`config.mk`:
```
export PLATFORM = sky130hd
export DESIGN_NAME = branch_unit_bp
export DESIGN_NICKNAME = d
export VERILOG_FILES = /design/src/rtl/branch_unit_bp.sv
export SDC_FILE = /design/constraint.sdc
export NUM_CORES = 1
export LEC_CHECK = 0
export BUFFER_PORTS_ARGS = -buffer_cell sky130_fd_sc_hd__buf_2
export CORE_MARGIN = 5
export CORE_UTILIZATION = 63
export CTS_BUF_LIST = sky130_fd_sc_hd__clkbuf_8
export DETAILED_ROUTE_END_ITERATION = 16
export HOLD_SLACK_MARGIN = 0.1
export MAX_ROUTING_LAYER = met4
export PLACE_DENSITY = 0.95
export SLEW_MARGIN = 10
export SYNTH_ARGS = -nofsm -noshare
export SYNTH_HDL_FRONTEND = slang
export SYNTH_SLANG_ARGS = --single-unit
```
`constraint.sdc`:
```
create_clock -name clk -period 11.8 [get_ports clk]
set_input_delay 2.36 -clock clk [delete_from_list [all_inputs] [get_ports clk]]
set_output_delay 2.36 -clock clk [all_outputs]
set_load 0.02 [all_outputs]
```
`src/rtl/branch_unit_bp.sv`:
```
`default_nettype none
// ============================================================================
// Module   : branch_unit_bp
// Purpose  : One-cycle branch/JAL/JALR resolution against the fetch prediction,
//            with a 2-bit saturating-counter BHT trained on conditional branches
//            and a combinational fetch-side lookup port.
//            Optional: define BRANCH_UNIT_BP_GSHARE_EN for gshare indexing.
// Revision : 1.0 - initial release
// ============================================================================
module branch_unit_bp #(
  parameter int DATA_WIDTH  = 32,
  parameter int ROB_WIDTH   = 4,
  parameter int BHT_ENTRIES = 64,
  parameter int BHT_IDX_W   = $clog2(BHT_ENTRIES)
) (
  input  logic                  clk,
  input  logic                  rst_n,
  input  logic                  i_valid,
  output logic                  o_ready,
  input  logic [DATA_WIDTH-1:0] i_op1,
  input  logic [DATA_WIDTH-1:0] i_op2,
  input  logic [DATA_WIDTH-1:0] i_pc,
  input  logic [DATA_WIDTH-1:0] i_imm,
  input  logic [3:0]            i_alu_op,
  input  logic [ROB_WIDTH-1:0]  i_rob_tag,
  input  logic                  i_pred_taken,
  input  logic [DATA_WIDTH-1:0] i_pred_target,
  input  logic                  i_flush,
  output logic                  o_valid,
  input  logic                  i_out_ready,
  output logic [ROB_WIDTH-1:0]  o_rob_tag,
  output logic                  o_taken,
  output logic [DATA_WIDTH-1:0] o_target_addr,
  output logic [DATA_WIDTH-1:0] o_redirect_pc,
  output logic                  o_mispredict,
  output logic [DATA_WIDTH-1:0] o_result,
  input  logic [DATA_WIDTH-1:0] i_fetch_pc,
  output logic                  o_fetch_pred_taken
);

  localparam logic [3:0] OP_JAL  = 4'b1100;
  localparam logic [3:0] OP_JALR = 4'b1101;

  logic                  accept;
  logic                  is_jal;
  logic                  is_jalr;
  logic                  is_cond;
  logic                  cond_taken;
  logic                  taken;
  logic                  mispredict;
  logic [DATA_WIDTH-1:0] pc_plus4;
  logic [DATA_WIDTH-1:0] jalr_sum;
  logic [DATA_WIDTH-1:0] target;
  logic [DATA_WIDTH-1:0] redirect;
  logic [BHT_IDX_W-1:0]  upd_idx;
  logic [BHT_IDX_W-1:0]  fetch_idx;
  logic [1:0]            ctr_cur;
  logic [1:0]            ctr_next;
  logic [1:0]            bht [BHT_ENTRIES];
  logic                  fetch_pc_unused;

  assign o_ready = !o_valid || i_out_ready;
  assign accept  = i_valid && o_ready && !i_flush;

  assign is_jal  = (i_alu_op == OP_JAL);
  assign is_jalr = (i_alu_op == OP_JALR);
  assign is_cond = !is_jal && !is_jalr;

  always_comb begin
    cond_taken = 1'b0;
    case (i_alu_op[2:0])
      3'b000:  cond_taken = (i_op1 == i_op2);
      3'b001:  cond_taken = (i_op1 != i_op2);
      3'b100:  cond_taken = ($signed(i_op1) <  $signed(i_op2));
      3'b101:  cond_taken = ($signed(i_op1) >= $signed(i_op2));
      3'b110:  cond_taken = (i_op1 <  i_op2);
      3'b111:  cond_taken = (i_op1 >= i_op2);
      default: cond_taken = 1'b0;
    endcase
  end

  assign taken    = is_jal || is_jalr || cond_taken;
  assign pc_plus4 = i_pc + DATA_WIDTH'(4);
  assign jalr_sum = i_op1 + i_imm;
  assign target   = is_jalr ? {jalr_sum[DATA_WIDTH-1:2], 2'b00} : (i_pc + i_imm);
  assign redirect = taken ? target : pc_plus4;

  // A taken/taken pair is still wrong if fetch steered to a different address.
  assign mispredict = (taken != i_pred_taken) ||
                      (taken && i_pred_taken && (target != i_pred_target));

`ifdef BRANCH_UNIT_BP_GSHARE_EN
  logic [BHT_IDX_W-1:0] ghist;

  always_ff @(posedge clk or negedge rst_n) begin
    if (!rst_n) begin
      ghist <= '0;
    end else if (accept && is_cond) begin
      ghist <= BHT_IDX_W'({ghist, taken});
    end
  end

  assign upd_idx   = i_pc[BHT_IDX_W+1:2] ^ ghist;
  assign fetch_idx = i_fetch_pc[BHT_IDX_W+1:2] ^ ghist;
`else
  assign upd_idx   = i_pc[BHT_IDX_W+1:2];
  assign fetch_idx = i_fetch_pc[BHT_IDX_W+1:2];
`endif

  assign fetch_pc_unused = ^i_fetch_pc;

  assign ctr_cur = bht[upd_idx];

  always_comb begin
    ctr_next = ctr_cur;
    if (taken && (ctr_cur != 2'b11)) begin
      ctr_next = ctr_cur + 2'b01;
    end else if (!taken && (ctr_cur != 2'b00)) begin
      ctr_next = ctr_cur - 2'b01;
    end
  end

  always_ff @(posedge clk or negedge rst_n) begin
    if (!rst_n) begin
      for (int i = 0; i < BHT_ENTRIES; i++) begin
        bht[i] <= 2'b01;
      end
    end else if (accept && is_cond) begin
      bht[upd_idx] <= ctr_next;
    end
  end

  // Reads the stored counter, so a same-cycle update is not visible yet.
  assign o_fetch_pred_taken = bht[fetch_idx][1];

  always_ff @(posedge clk or negedge rst_n) begin
    if (!rst_n) begin
      o_valid       <= 1'b0;
      o_rob_tag     <= '0;
      o_taken       <= 1'b0;
      o_target_addr <= '0;
      o_redirect_pc <= '0;
      o_mispredict  <= 1'b0;
      o_result      <= '0;
    end else if (i_flush) begin
      o_valid <= 1'b0;
    end else if (accept) begin
      o_valid       <= 1'b1;
      o_rob_tag     <= i_rob_tag;
      o_taken       <= taken;
      o_target_addr <= target;
      o_redirect_pc <= redirect;
      o_mispredict  <= mispredict;
      o_result      <= pc_plus4;
    end else if (i_out_ready) begin
      o_valid <= 1'b0;
    end
  end

endmodule
`default_nettype wire

```
==> summary.md <==
| Metric | Value |
|---|---|
| Status | `completed` |
| Maximum VDD drop | `0.0001136 V` |
| Power density cells | `126.7 mW/mm2` |
| Mapped cell area | `0.01703 mm2` |
| #FFs+latches synth | `231` |
| Gpl congestion | `1.037` |
| Top cell by count, worst path | `mux4_2` |
| Initial Utilization | `63.55%` |
| Die area | `0.03042 mm2` |
| Final net count | `2,396` |
| Global-route wire length before repair | `88,940 um` |
| R2r endpoint | `bht[73]$_DFFE_PN0P_` |
| Tot GR Track Use | `37.85%` |
| Hold Fails Final Rpt | `0` |
| Vias | `16,520` |
| Pint | `0.001542 W` |
| Largest stage delay on the critical path | `0.62 ns` |
| Buf+Inv Stages, Crit Path | `2` |
| Ys flop type | `dfrtp_1` |
| Final setup fails | `0` |
| Routed WL | `58,110 um` |
| Sequential fraction of design power | `38.9%` |
| Net Sw Power | `0.0009126 W` |
| Critical-path maximum fanout | `16` |
| Mapped Avg Cell Area | `9.182 um2` |
| Post-layout minimum cycle time | `7.065 ns` |
| HP Class | `reg2reg` |
| Number of buffers created by CTS | `39` |
| Slew margin rel. | `12.53%` |
| Die W | `174.4 um` |
| Post-synth top area share | `24.54%` |
| Most frequent cell after synthesis | `nand2_1` |
| Comb pwr share | `33.0%` |
| Initial antenna violation count | `2` |
| Hold Path Sink | `o_redirect_pc[9]$_DFFE_PN0P_` |
| Die Ht | `174.4 um` |
| Min-Delay Startpoint | `o_redirect_pc[9]$_DFFE_PN0P_` |
| Fin crit share | `59.87%` |
| Reg2reg setup slack | `8.01 ns` |
| Part of the power in the clock network | `28.1%` |
| Clock Sink Count | `231` |
| DRC violations left | `0` |
| Worst skew pair latency | `0.56 ns` |
| Reg clk slew, reported paths | `0.06 ns` |
| Clk_skew | `0.02965 ns` |
| CTS tree | `done` |
| Critical Path, Cell by Cell | `buf_2 -> mux4_2 -> mux4_2 -> mux4_2 -> buf_2` |
| Top delay family on crit path | `multiplexers` |
| Antenna Nets Post-Route | `0` |
| Syn-to-layout area delta | `13.74%` |
| Max-cap violations | `0` |
| Critical path arrival | `4.71 ns` |
| Synth Net Count | `2,158` |
| Setup TNS | `0 ns` |
| Vias in the first global route | `16,221` |
| DR iter-0 viols | `1,918` |
| Post CTS Setup Buffer Count | `0` |
| Seq/Total Area, Yosys | `34.41%` |
| Port bufs | `284` |
| Largest net degree at the start of global routing | `94` |
| Grt total ovfl | `0` |
| Via/cell ratio | `6.699` |
| H-tree levels | `2` |
| Post-synthesis cell type count | `86` |
| Worst-Margin Slew | `1.302 ns` |
| # hold bufs at CTS | `0` |
| Commonest cells in the netlist | `267 x nand2_1, 167 x dfrtp_1, 152 x mux2_2` |
| CP Data Required Time | `9.44 ns` |
| Worst Hold Margin | `0.4613 ns` |
| Layout cells sized above 1 | `29.00%` |
| Async SR Flop Fraction | `100.0%` |
| Drt first pass iters | `9` |
| Synth top area cells | `dfrtp_1 25%, mux2_2 10%, dfstp_2 9.9%` |
| Max stage delay cell, worst path | `mux4_2` |
| Rows | `60` |
| P_leak | `9.087 nW` |
| Final Max Tran Viols | `0` |
| Switching Share | `37.18%` |
| Clock tree buffer depth | `3` |
| Crit Path Category | `in2out` |
| FF-to-FF Start | `bht[33]$_DFFE_PN0P_` |
| CP endpoint kind | `primary output` |
| Post-Syn Instances | `1,855` |
| Largest area contributor in the netlist | `dfrtp_1` |
| I/O pins | `311` |
| WHS Path Cells | `2` |
| R2R depth | `11` |
| Post-synth EDFFs | `0` |
| Critical Path Start Type | `input port` |
| Core Footprint | `0.02680 mm2` |
| Warning count from the yosys run | `0` |
| Number of cells upsized or downsized after cts | `0` |
| RSZ-0062 raised after global routing | `no` |
| Fmax | `0.1415 GHz` |
| DP HPWL | `42,870 um` |
| WL per Instance | `23.56 um` |
| CTS root buf | `clkbuf_8` |
## how the worst max path moves through the flow
stage                       start                 end  slack (ns)  cells after the start
floorplan           i_fetch_pc[2]  o_fetch_pred_taken        4.60                      5
global placement    i_fetch_pc[2]  o_fetch_pred_taken        4.81                      5
detailed placement  i_fetch_pc[2]  o_fetch_pred_taken        4.79                      5
CTS                 i_fetch_pc[2]  o_fetch_pred_taken        4.76                      5
global route        i_fetch_pc[2]  o_fetch_pred_taken        4.68                      5
finish              i_fetch_pc[2]  o_fetch_pred_taken        4.73                      5
## logic make-up after synthesis
| family | count (synthesis) | synth area share, % |
|---|---|---|
| xor gates and xnor gates | 102 | 5.407 |
| buffers and inverters | 163 | 3.761 |
| and+or+nand+nor | 595 | 16.56 |
| AOI/OAI and AO/OA | 473 | 18.64 |
| DFF | 231 | 34.41 |
| muxes | 194 | 14.06 |
| adders and majority gates | 97 | 7.170 |
## cell usage in the layout (no fill, tap or decap), types with 43 or more instances in the layout
master,instances
a21oi_1,94
a22oi_1,50
buf_2,283
clkbuf_8,43
dfrtp_1,167
dfstp_2,64
ha_1,96
inv_1,79
mux2_2,152
nand2_1,267
nor2_1,101
o21ai_0,121
xnor2_1,58
## routing by layer
metal	up-vias	share of wire, %	track usage (%)
met5	-	0	-
met4	0	8.2	24.71
met3	321	10	8.460
met2	1101	47	60.76
met1	7785	34	42.59
li1	7313	-	-
## power by group through the flow
| stage | sequential [W] | combinational [W] | clock, W |
|---|---|---|---|
| after floorplan | 0.00104 | 0.000421 | 0 |
| after global placement | 0.000957 | 0.000770 | 0 |
| after detailed placement | 0.000963 | 0.000793 | 0 |
| after CTS | 0.000951 | 0.000797 | 0.000695 |
| after global routing | 0.000962 | 0.000869 | 0.000737 |
| final | 0.000954 | 0.000810 | 0.000691 |
## metrics by stage
step	instance area [um2]	worst slack, ns	instances	util (%)	power (W)
floorplan	17030	4.599	1855	-	0.001460
global placement	18610	4.812	2393	69.45	0.001727
detailed placement	18610	4.789	2393	69.45	0.001756
CTS	19350	4.756	2462	72.21	0.002443
global route	19370	4.676	2464	72.26	0.002569
finish	19370	4.735	2466	72.28	0.002454
## flip-flops by register name, indices dropped and copies added, names as in the netlist
name,flops
o_taken,1
o_target_addr,32
o_redirect_pc,32
o_rob_tag,4
o_result,32
bht,128
o_valid,1
o_mispredict,1
## cell type report
type	instances	area (um2)
well taps	341	426.7
fillers	2047	7428
diodes	4	10.01
flip-flops and latches	231	5861
clock inverters	26	147.6
repair buffers	301	1559
inverters	59	221.5
clock buffers	43	591.8
multi-input cells	1461	10560
## tightest hold or removal path, delay by kind of cell (launching register included)
family	cells	cell delay, ns
flops	1	0.33
simple gates	2	0.10
(Power assumes the default switching activity.)
